[config.mk]
export PLATFORM = sky130hd
export DESIGN_NAME = ex_mdu_sched
export DESIGN_NICKNAME = d
export VERILOG_FILES = /design/src/rtl/ex_mdu_pkg.sv /design/src/rtl/mdu_watchdog.sv /design/src/rtl/ex_mdu_sched.sv
export SDC_FILE = /design/constraint.sdc
export NUM_CORES = 1
export LEC_CHECK = 0
export ABC_AREA = 1
export CORE_UTILIZATION = 44
export DETAILED_ROUTE_END_ITERATION = 16
export PLACE_DENSITY_LB_ADDON = 0.1
export SETUP_SLACK_MARGIN = 0.1
export SYNTH_ARGS = -nofsm -noshare
export SYNTH_HDL_FRONTEND = slang
export SYNTH_SLANG_ARGS = --single-unit
[constraint.sdc]
create_clock -name clk -period 2.9 [get_ports clk]
set_clock_uncertainty 0.2 [all_clocks]
set_input_delay 0.58 -clock clk [delete_from_list [all_inputs] [get_ports clk]]
set_output_delay 0.58 -clock clk [all_outputs]
set_load 0.05 [all_outputs]
[src/rtl/ex_mdu_pkg.sv]
// ============================================================================
// Module      : ex_mdu_pkg
// Description : Shared state encoding and defaults for the EX-stage MDU sequencer.
// Revision    : 1.0 - initial release
// ============================================================================
`default_nettype none

package ex_mdu_pkg;

    localparam int MDU_TIMEOUT_DEFAULT = 64;

    typedef enum logic [1:0] {
        MDU_IDLE    = 2'd0,
        MDU_MUL_RUN = 2'd1,
        MDU_DIV_RUN = 2'd2,
        MDU_DONE    = 2'd3
    } mdu_state_e;

endpackage

`default_nettype wire

[src/rtl/mdu_watchdog.sv]
// ============================================================================
// Module      : mdu_watchdog
// Description : Clear/enable saturating cycle counter flagging a hung MDU unit.
// Revision    : 1.0 - initial release
// ============================================================================
`default_nettype none

module mdu_watchdog
    import ex_mdu_pkg::*;
#(
    parameter int TIMEOUT = MDU_TIMEOUT_DEFAULT
) (
    input  logic clk,
    input  logic rst_n,
    input  logic clr_i,
    input  logic en_i,
    output logic expired_o
);

    localparam int            CW      = $clog2(TIMEOUT + 1);
    localparam logic [CW-1:0] CNT_MAX = CW'(TIMEOUT);
    localparam logic [CW-1:0] CNT_EXP = CW'(TIMEOUT - 1);

    logic [CW-1:0] cnt_q;
    logic [CW-1:0] cnt_d;

    always_comb begin
        cnt_d = cnt_q;
        if (clr_i) begin
            cnt_d = '0;
        end else if (en_i && (cnt_q != CNT_MAX)) begin
            cnt_d = cnt_q + CW'(1);
        end
    end

    always_ff @(posedge clk or negedge rst_n) begin
        if (!rst_n) begin
            cnt_q <= '0;
        end else begin
            cnt_q <= cnt_d;
        end
    end

    assign expired_o = (cnt_q == CNT_EXP);

endmodule

`default_nettype wire

[src/rtl/ex_mdu_sched.sv]
// ============================================================================
// Module      : ex_mdu_sched
// Description : Start/stall/result sequencer for the iterative mul and div units.
// Revision    : 1.0 - initial release
// ============================================================================
`default_nettype none

module ex_mdu_sched
    import ex_mdu_pkg::*;
#(
    parameter int XLEN    = 32,
    parameter int TIMEOUT = MDU_TIMEOUT_DEFAULT
) (
    input  logic            clk,
    input  logic            rst_n,
    input  logic            ex_valid,
    input  logic            ex_is_mul_inst,
    input  logic            ex_is_div_inst,
    input  logic            ex_kill,
    output logic            mul_start,
    input  logic            mul_done,
    input  logic [XLEN-1:0] mul_res,
    output logic            div_start,
    input  logic            div_done,
    input  logic [XLEN-1:0] div_res,
    output logic            unit_flush,
    output logic            mdu_stall,
    output logic            mdu_res_valid,
    output logic [XLEN-1:0] mdu_res,
    output logic            mdu_timeout
);

    mdu_state_e      state_q;
    mdu_state_e      state_d;
    logic [XLEN-1:0] res_q;
    logic [XLEN-1:0] res_d;
    logic            timeout_q;
    logic            timeout_d;

    logic            w_run;
    logic            w_accept;
    logic            w_sel_done;
    logic [XLEN-1:0] w_sel_res;
    logic            w_expired;

    assign w_run    = (state_q == MDU_MUL_RUN) || (state_q == MDU_DIV_RUN);
    assign w_accept = (state_q == MDU_IDLE) && ex_valid && !ex_kill
                      && (ex_is_mul_inst || ex_is_div_inst);

    // Only the unit that was started is listened to.
    assign w_sel_done = (state_q == MDU_MUL_RUN) ? mul_done : div_done;
    assign w_sel_res  = (state_q == MDU_MUL_RUN) ? mul_res  : div_res;

    mdu_watchdog #(
        .TIMEOUT (TIMEOUT)
    ) u_watchdog (
        .clk       (clk),
        .rst_n     (rst_n),
        .clr_i     (!w_run),
        .en_i      (w_run),
        .expired_o (w_expired)
    );

    always_comb begin
        state_d       = state_q;
        res_d         = res_q;
        timeout_d     = timeout_q;
        mul_start     = 1'b0;
        div_start     = 1'b0;
        unit_flush    = 1'b0;
        mdu_stall     = 1'b0;
        mdu_res_valid = 1'b0;
        case (state_q)
            MDU_IDLE: begin
                if (w_accept) begin
                    mdu_stall = 1'b1;
                    if (ex_is_mul_inst) begin
                        mul_start = 1'b1;
                        state_d   = MDU_MUL_RUN;
                    end else begin
                        div_start = 1'b1;
                        state_d   = MDU_DIV_RUN;
                    end
                end
            end
            MDU_MUL_RUN, MDU_DIV_RUN: begin
                mdu_stall = 1'b1;
                if (ex_kill) begin
                    unit_flush = 1'b1;
                    state_d    = MDU_IDLE;
                end else if (w_sel_done) begin
                    res_d   = w_sel_res;
                    state_d = MDU_DONE;
                end else if (w_expired) begin
                    timeout_d = 1'b1;
                    res_d     = '0;
                    state_d   = MDU_DONE;
                end
            end
            MDU_DONE: begin
                // No accept here: the finished instruction is still sitting in EX.
                mdu_res_valid = !ex_kill;
                state_d       = MDU_IDLE;
            end
            default: begin
                state_d = MDU_IDLE;
            end
        endcase
    end

    always_ff @(posedge clk or negedge rst_n) begin
        if (!rst_n) begin
            state_q   <= MDU_IDLE;
            res_q     <= '0;
            timeout_q <= 1'b0;
        end else begin
            state_q   <= state_d;
            res_q     <= res_d;
            timeout_q <= timeout_d;
        end
    end

    assign mdu_res     = res_q;
    assign mdu_timeout = timeout_q;

endmodule

`default_nettype wire

Word level (Yosys, flattened, before mapping)
Cells that the tools add are included.
{"block": "totals", "elab_cells": 51, "register_bits": 42, "in_bits": 72}
{"block": "op_classes", "muxes": 23, "n_addsub": 1, "n_reduce_logical": 13, "n_bitwise": 2, "n_eq_ne": 8}
{"op": "$mux 32", "count": 3}
{"op": "$mux 7", "count": 2}
{"op": "$mux 1", "count": 11}
{"op": "$mux 2", "count": 5}
{"op": "$add 7x1->7 const B", "count": 1}
{"op": "$eq 7x6->1 const B", "count": 1}
{"op": "$ne 7x7->1 const B", "count": 1}
{"op": "$pmux 2 s3", "count": 1}
{"op": "$eq 2x2->1 const B", "count": 2}
{"op": "$logic_and 1x1->1", "count": 4}
{"op": "$ne 2x2->1 const B", "count": 2}
{"op": "$ne 4x3->1 const B", "count": 1}
{"op": "$reduce_and 4->1", "count": 1}
{"op": "$reduce_and 3->1", "count": 1}
{"op": "$eq 2x1->1 const B", "count": 1}
{"op": "$logic_not 2->1", "count": 1}
{"op": "$logic_or 1x1->1", "count": 2}
{"op": "$not 1->1", "count": 2}
{"op": "$pmux 1 s2", "count": 1}
{"op": "$reduce_and 2->1", "count": 1}
{"op": "$reduce_bool 2->1", "count": 1}
{"op": "$reduce_or 2->1", "count": 1}
{"op": "$logic_not 1->1", "count": 1}

Longest topological paths before layout
{"block": "logic_depth", "ltp_word": 6, "depth_mapped": 11}

Hierarchy
A second synthesis with hierarchy kept.
{"block": "hier_totals", "cells_unflattened": 255, "area_unflattened_um2": 2675.1}
{"mod": "ex_mdu_sched", "area_per_inst_um2": 2217.1, "instances": 1, "seq_area_each_um2": 875.8, "cells_per_inst": 189}
{"mod": "mdu_watchdog", "area_per_inst_um2": 457.9, "instances": 1, "seq_area_each_um2": 175.2, "cells_per_inst": 66}

Worst setup path before layout
No wires, ideal clock.
{"block": "synth_path", "path_kind": "register to output", "start": "register state_q[0]", "end": "output mul_start", "stages_incl_launch_ff": 5, "setup_slack_ns": 0.374, "required_time_ns": 2.120, "path_buffers": 0, "t_arrival_ns": 1.746, "cell_sequence": "dfrtp_1 -> inv_1 -> ha_1 -> nand2_1 -> nor3_1"}
{"block": "synth_via", "elab_chain_len": 6}
{"item": "from (decl)", "line_no": "ex_mdu_sched.sv:33", "source": "mdu_state_e state_q;"}
{"item": "from (signal assigned)", "line_no": "ex_mdu_sched.sv:117", "source": "state_q <= state_d;"}
{"item": "$logic_not 2->1 (*)", "line_no": "ex_mdu_sched.sv:47, ex_mdu_sched.sv:73"}
{"item": "$logic_and 1x1->1 (2 in series)", "line_no": "ex_mdu_sched.sv:47", "source": "assign w_accept = (state_q == MDU_IDLE) && ex_valid && !ex_kill"}
{"item": "$logic_and 1x1->1", "line_no": "ex_mdu_sched.sv:48", "source": "&& (ex_is_mul_inst || ex_is_div_inst);"}
{"item": "$mux 1", "line_no": "ex_mdu_sched.sv:75", "source": "if (w_accept) begin"}
{"item": "$mux 1 (*)", "line_no": "ex_mdu_sched.sv:73", "source": "case (state_q)"}
{"item": "to (decl)", "line_no": "ex_mdu_sched.sv:20", "source": "output logic mul_start,"}
Mark *: on every way between the ends. The rest lies on a longest branch, timed or not.

Worst setup path after layout
{"block": "layout_path", "start": "register state_q[0]", "end": "output mdu_stall"}
{"block": "layout_via", "elab_chain_len": 6, "elab_cells_between_ends": 9}
{"item": "$logic_not 2->1", "line_no": "ex_mdu_sched.sv:47, ex_mdu_sched.sv:73"}
{"item": "$logic_and 1x1->1 (2 in series)", "line_no": "ex_mdu_sched.sv:47"}
{"item": "$logic_and 1x1->1", "line_no": "ex_mdu_sched.sv:48"}
{"item": "$mux 1", "line_no": "ex_mdu_sched.sv:75"}
{"item": "$pmux 1 s2 (*)", "line_no": "ex_mdu_sched.sv:73"}
{"item": "to (decl)", "line_no": "ex_mdu_sched.sv:27", "source": "output logic mdu_stall,"}
Marks and branches as above.

==> impl_metrics.py <==
metrics = {
    "logic_synthesis": {
        "netlist_area_sq_mm": 0.00232,
        "syn_nets": 306,
        "avgSynthCellArea_sq_um": 10.2,
        "ys_ff_latch": 42,
        "yosys_warnings": 0,
        "synth-seq-area-share_pct": 45.4,
        "synthDistinctLibCells": 23,
        "synthesis.instances": 228,
    },
    "sta": {
        "tns_ns": 0,
        "report.final.slew_viol_count": 0,
        "grt_setup_unrepaired": "no",
        "finalHoldViolCount": 0,
        "max_clock_freq_mhz": 393,
        "final-setup-viol-count": 0,
        "slew_headroom_pct": 40.3,
        "min_period_over_period_pct": 87.7,
        "max_slew.worst_pin.slew_ns": 0.895,
        "finalWorstPathRequiredPeriod_ns": 2.54,
        "fin_hold_ws_ns": 0.205,
    },
    "clocking": {
        "postCtsSetupRepairBufs": 0,
        "cts-hold-fix-buffers": 0,
        "cts_num_sinks": 42,
        "clk_path_buf_depth": 2,
        "numCtsBuffers": 5,
        "clock_tree.root_cell": "clkbuf_8",
        "cts_resized": 0,
        "clock_insertion_delay_worst_skew_ns": 0.29,
        "cts.htree.levels": 2,
        "cts_tree": "done",
        "clk_pin_slew_worst_paths_ns": 0.08,
    },
    "run_status": {
        "run_status": "finished, final reports clean",
    },
    "worst_setup_path": {
        "path_class": "reg -> out",
        "worst_setup_path_end_kind": "primary output",
        "critical_path.max_fanout": 6,
        "startpoint_type": "flip-flop",
        "worstPathArrival_ns": 1.76,
        "cp_data_required_time_ns": 2.12,
    },
    "detailed_routing": {
        "routed_wirelength_microns": 5230,
        "avgViaCountPerCell": 4.89,
        "drc_errors": 0,
        "routed-via-count": 2000,
        "drt_first_iter_violations": 74,
        "detail-route-antenna-nets": 0,
        "drt-wirelength-per-cell_microns": 12.8,
        "drt-pass1-iter-count": 4,
    },
    "global_route": {
        "gr-usage-all-layers_pct": 19.6,
        "grt_pass1_vias": 1797,
        "grt_max_degree": 43,
        "grt_antenna_before_repair": 0,
        "aggregate_global_routing_overflow": 0,
        "global_route_wire_length_before_repair_microns": 8140,
    },
    "place": {
        "gp_congestion": 0.795,
        "detailed_place_hpwl_microns": 4060,
        "io_buffer_count": 109,
        "post-place-cells": 401,
    },
    "layout": {
        "most-common-layout-cells": "clkdlybuf4s50_1, dfrtp_1, mux2i_1",
        "layout_commonest_cell": "clkdlybuf4s50_1",
        "drive_above_1_share_pct": 20.1,
        "finish.net_count": 416,
        "final-instance-count-excl-fill": 409,
        "antenna_cells_inserted": 0,
        "synthToLayoutAreaGrowth_pct": 54.5,
    },
    "power": {
        "pwr_density_cell_mw_per_mm2": 1050,
        "max-vdd-ir-drop_uv": 782,
        "post-layout-total-power_uw": 3760,
        "static-leakage-power_uw": 0.00154,
    },
    "floorplan": {
        "floorplan.core_area_sq_mm": 0.00507,
        "num_rows": 26,
        "initial_util_pct": 45.7,
        "io-pin-count": 110,
        "fp.dieArea_sq_mm": 0.00556,
        "floorplan.die.width_microns": 74.6,
        "floorplan.die.height_microns": 74.6,
    },
    "hold_path": {
        "min_path_type": "in -> async",
    },
    "flow_run": {
        "timing.max_cap.violations": 0,
    },
}
-- registers in the layout, summed over array words and instances, names as in the netlist --
name              cells
state_q               2
mdu_timeout           1
mdu_res              32
u_watchdog.cnt_q      7
-- cell type report --
| type | count | area, sq um |
|---|---|---|
| Timing Repair Buffer | 113 | 1180 |
| Multi-Input combinational cell | 162 | 1120 |
| Inverter | 14 | 52.6 |
| Clock buffer | 6 | 72.6 |
| Tap cell | 70 | 87.6 |
| Clock inverter | 2 | 13.8 |
| Sequential cell | 42 | 1050 |
| Fill cell | 446 | 1500 |
-- Yosys cell counts (all sizes together) --
cell	instances	area share, %
buf	10	4.0
mux2i	32	14
o21ai	38	12
ha	6	3.2
nand3	9	2.5
nor3	4	0.86
dfrtp	42	45
o21bai	1	0.32
nor2	12	3.0
inv	14	2.3
xor2	1	0.38
nand2	54	11
a21oi	5	1.1
-- stage by stage --
step	utilization [%]	instance area [sq um]	setup slack (ns)
finish	70.5	3580	0.356
global placement	68.8	3490	0.400
detailed placement	68.8	3490	0.402
floorplan	-	2320	0.374
global route	70.5	3580	0.178
CTS	70.5	3580	0.343
-- critical path, stage by stage (launching register included) --
cell and delay (ns):
dfrtp_1 0.44, inv_1 0.06, ha_1 0.39, inv_2 0.14
a21oi_1 0.27, buf_12 0.17
-- kinds of logic (layout without fill, tap and decap cells) --
logic type	count (synthesis)	after routing	share of synthesized area [%]
xor+xnor	1	1	0.378
fa+ha+maj	6	6	3.24
buf+inv	24	135	6.26
simple gates	79	79	17.8
compound gates	44	44	13.2
mux	32	32	13.8
flops	42	42	45.4
-- where the power goes --
part / internal (uW) / switching (uW) / total, uW
clock: 170 / 196 / 366
sequential: 817 / 144 / 961
combinational: 908 / 1530 / 2430
-- routing by layer --
| layer | GRT usage [%] | routed length (microns) | part of all wire [%] |
|---|---|---|---|
| met1 | 24.1 | 2110 | 40 |
| met2 | 33.3 | 2700 | 52 |
| met3 | 4.47 | 350 | 6.7 |
| met4 | 7.76 | 72 | 1.4 |
| met5 | 0 | 0 | 0 |
-- worst paths after layout --
| kind | startpoint | endpoint | slack [ns] | cells past startpoint |
|---|---|---|---|---|
| max in group asynchronous | rst_n | mdu_res[21] | 1.73 | 1 |
| max | state_q[0] | mdu_stall | 0.36 | 5 |
| min reg2reg | mdu_timeout | mdu_timeout | 0.28 | 1 |
| max reg2reg | state_q[0] | mdu_res[28] | 0.79 | 7 |
| min | rst_n | mdu_res[5] | 0.21 | 1 |
| min in group clk | mdu_timeout | mdu_timeout | 0.28 | 1 |
Note: power is estimated with default switching activity, not from simulation.
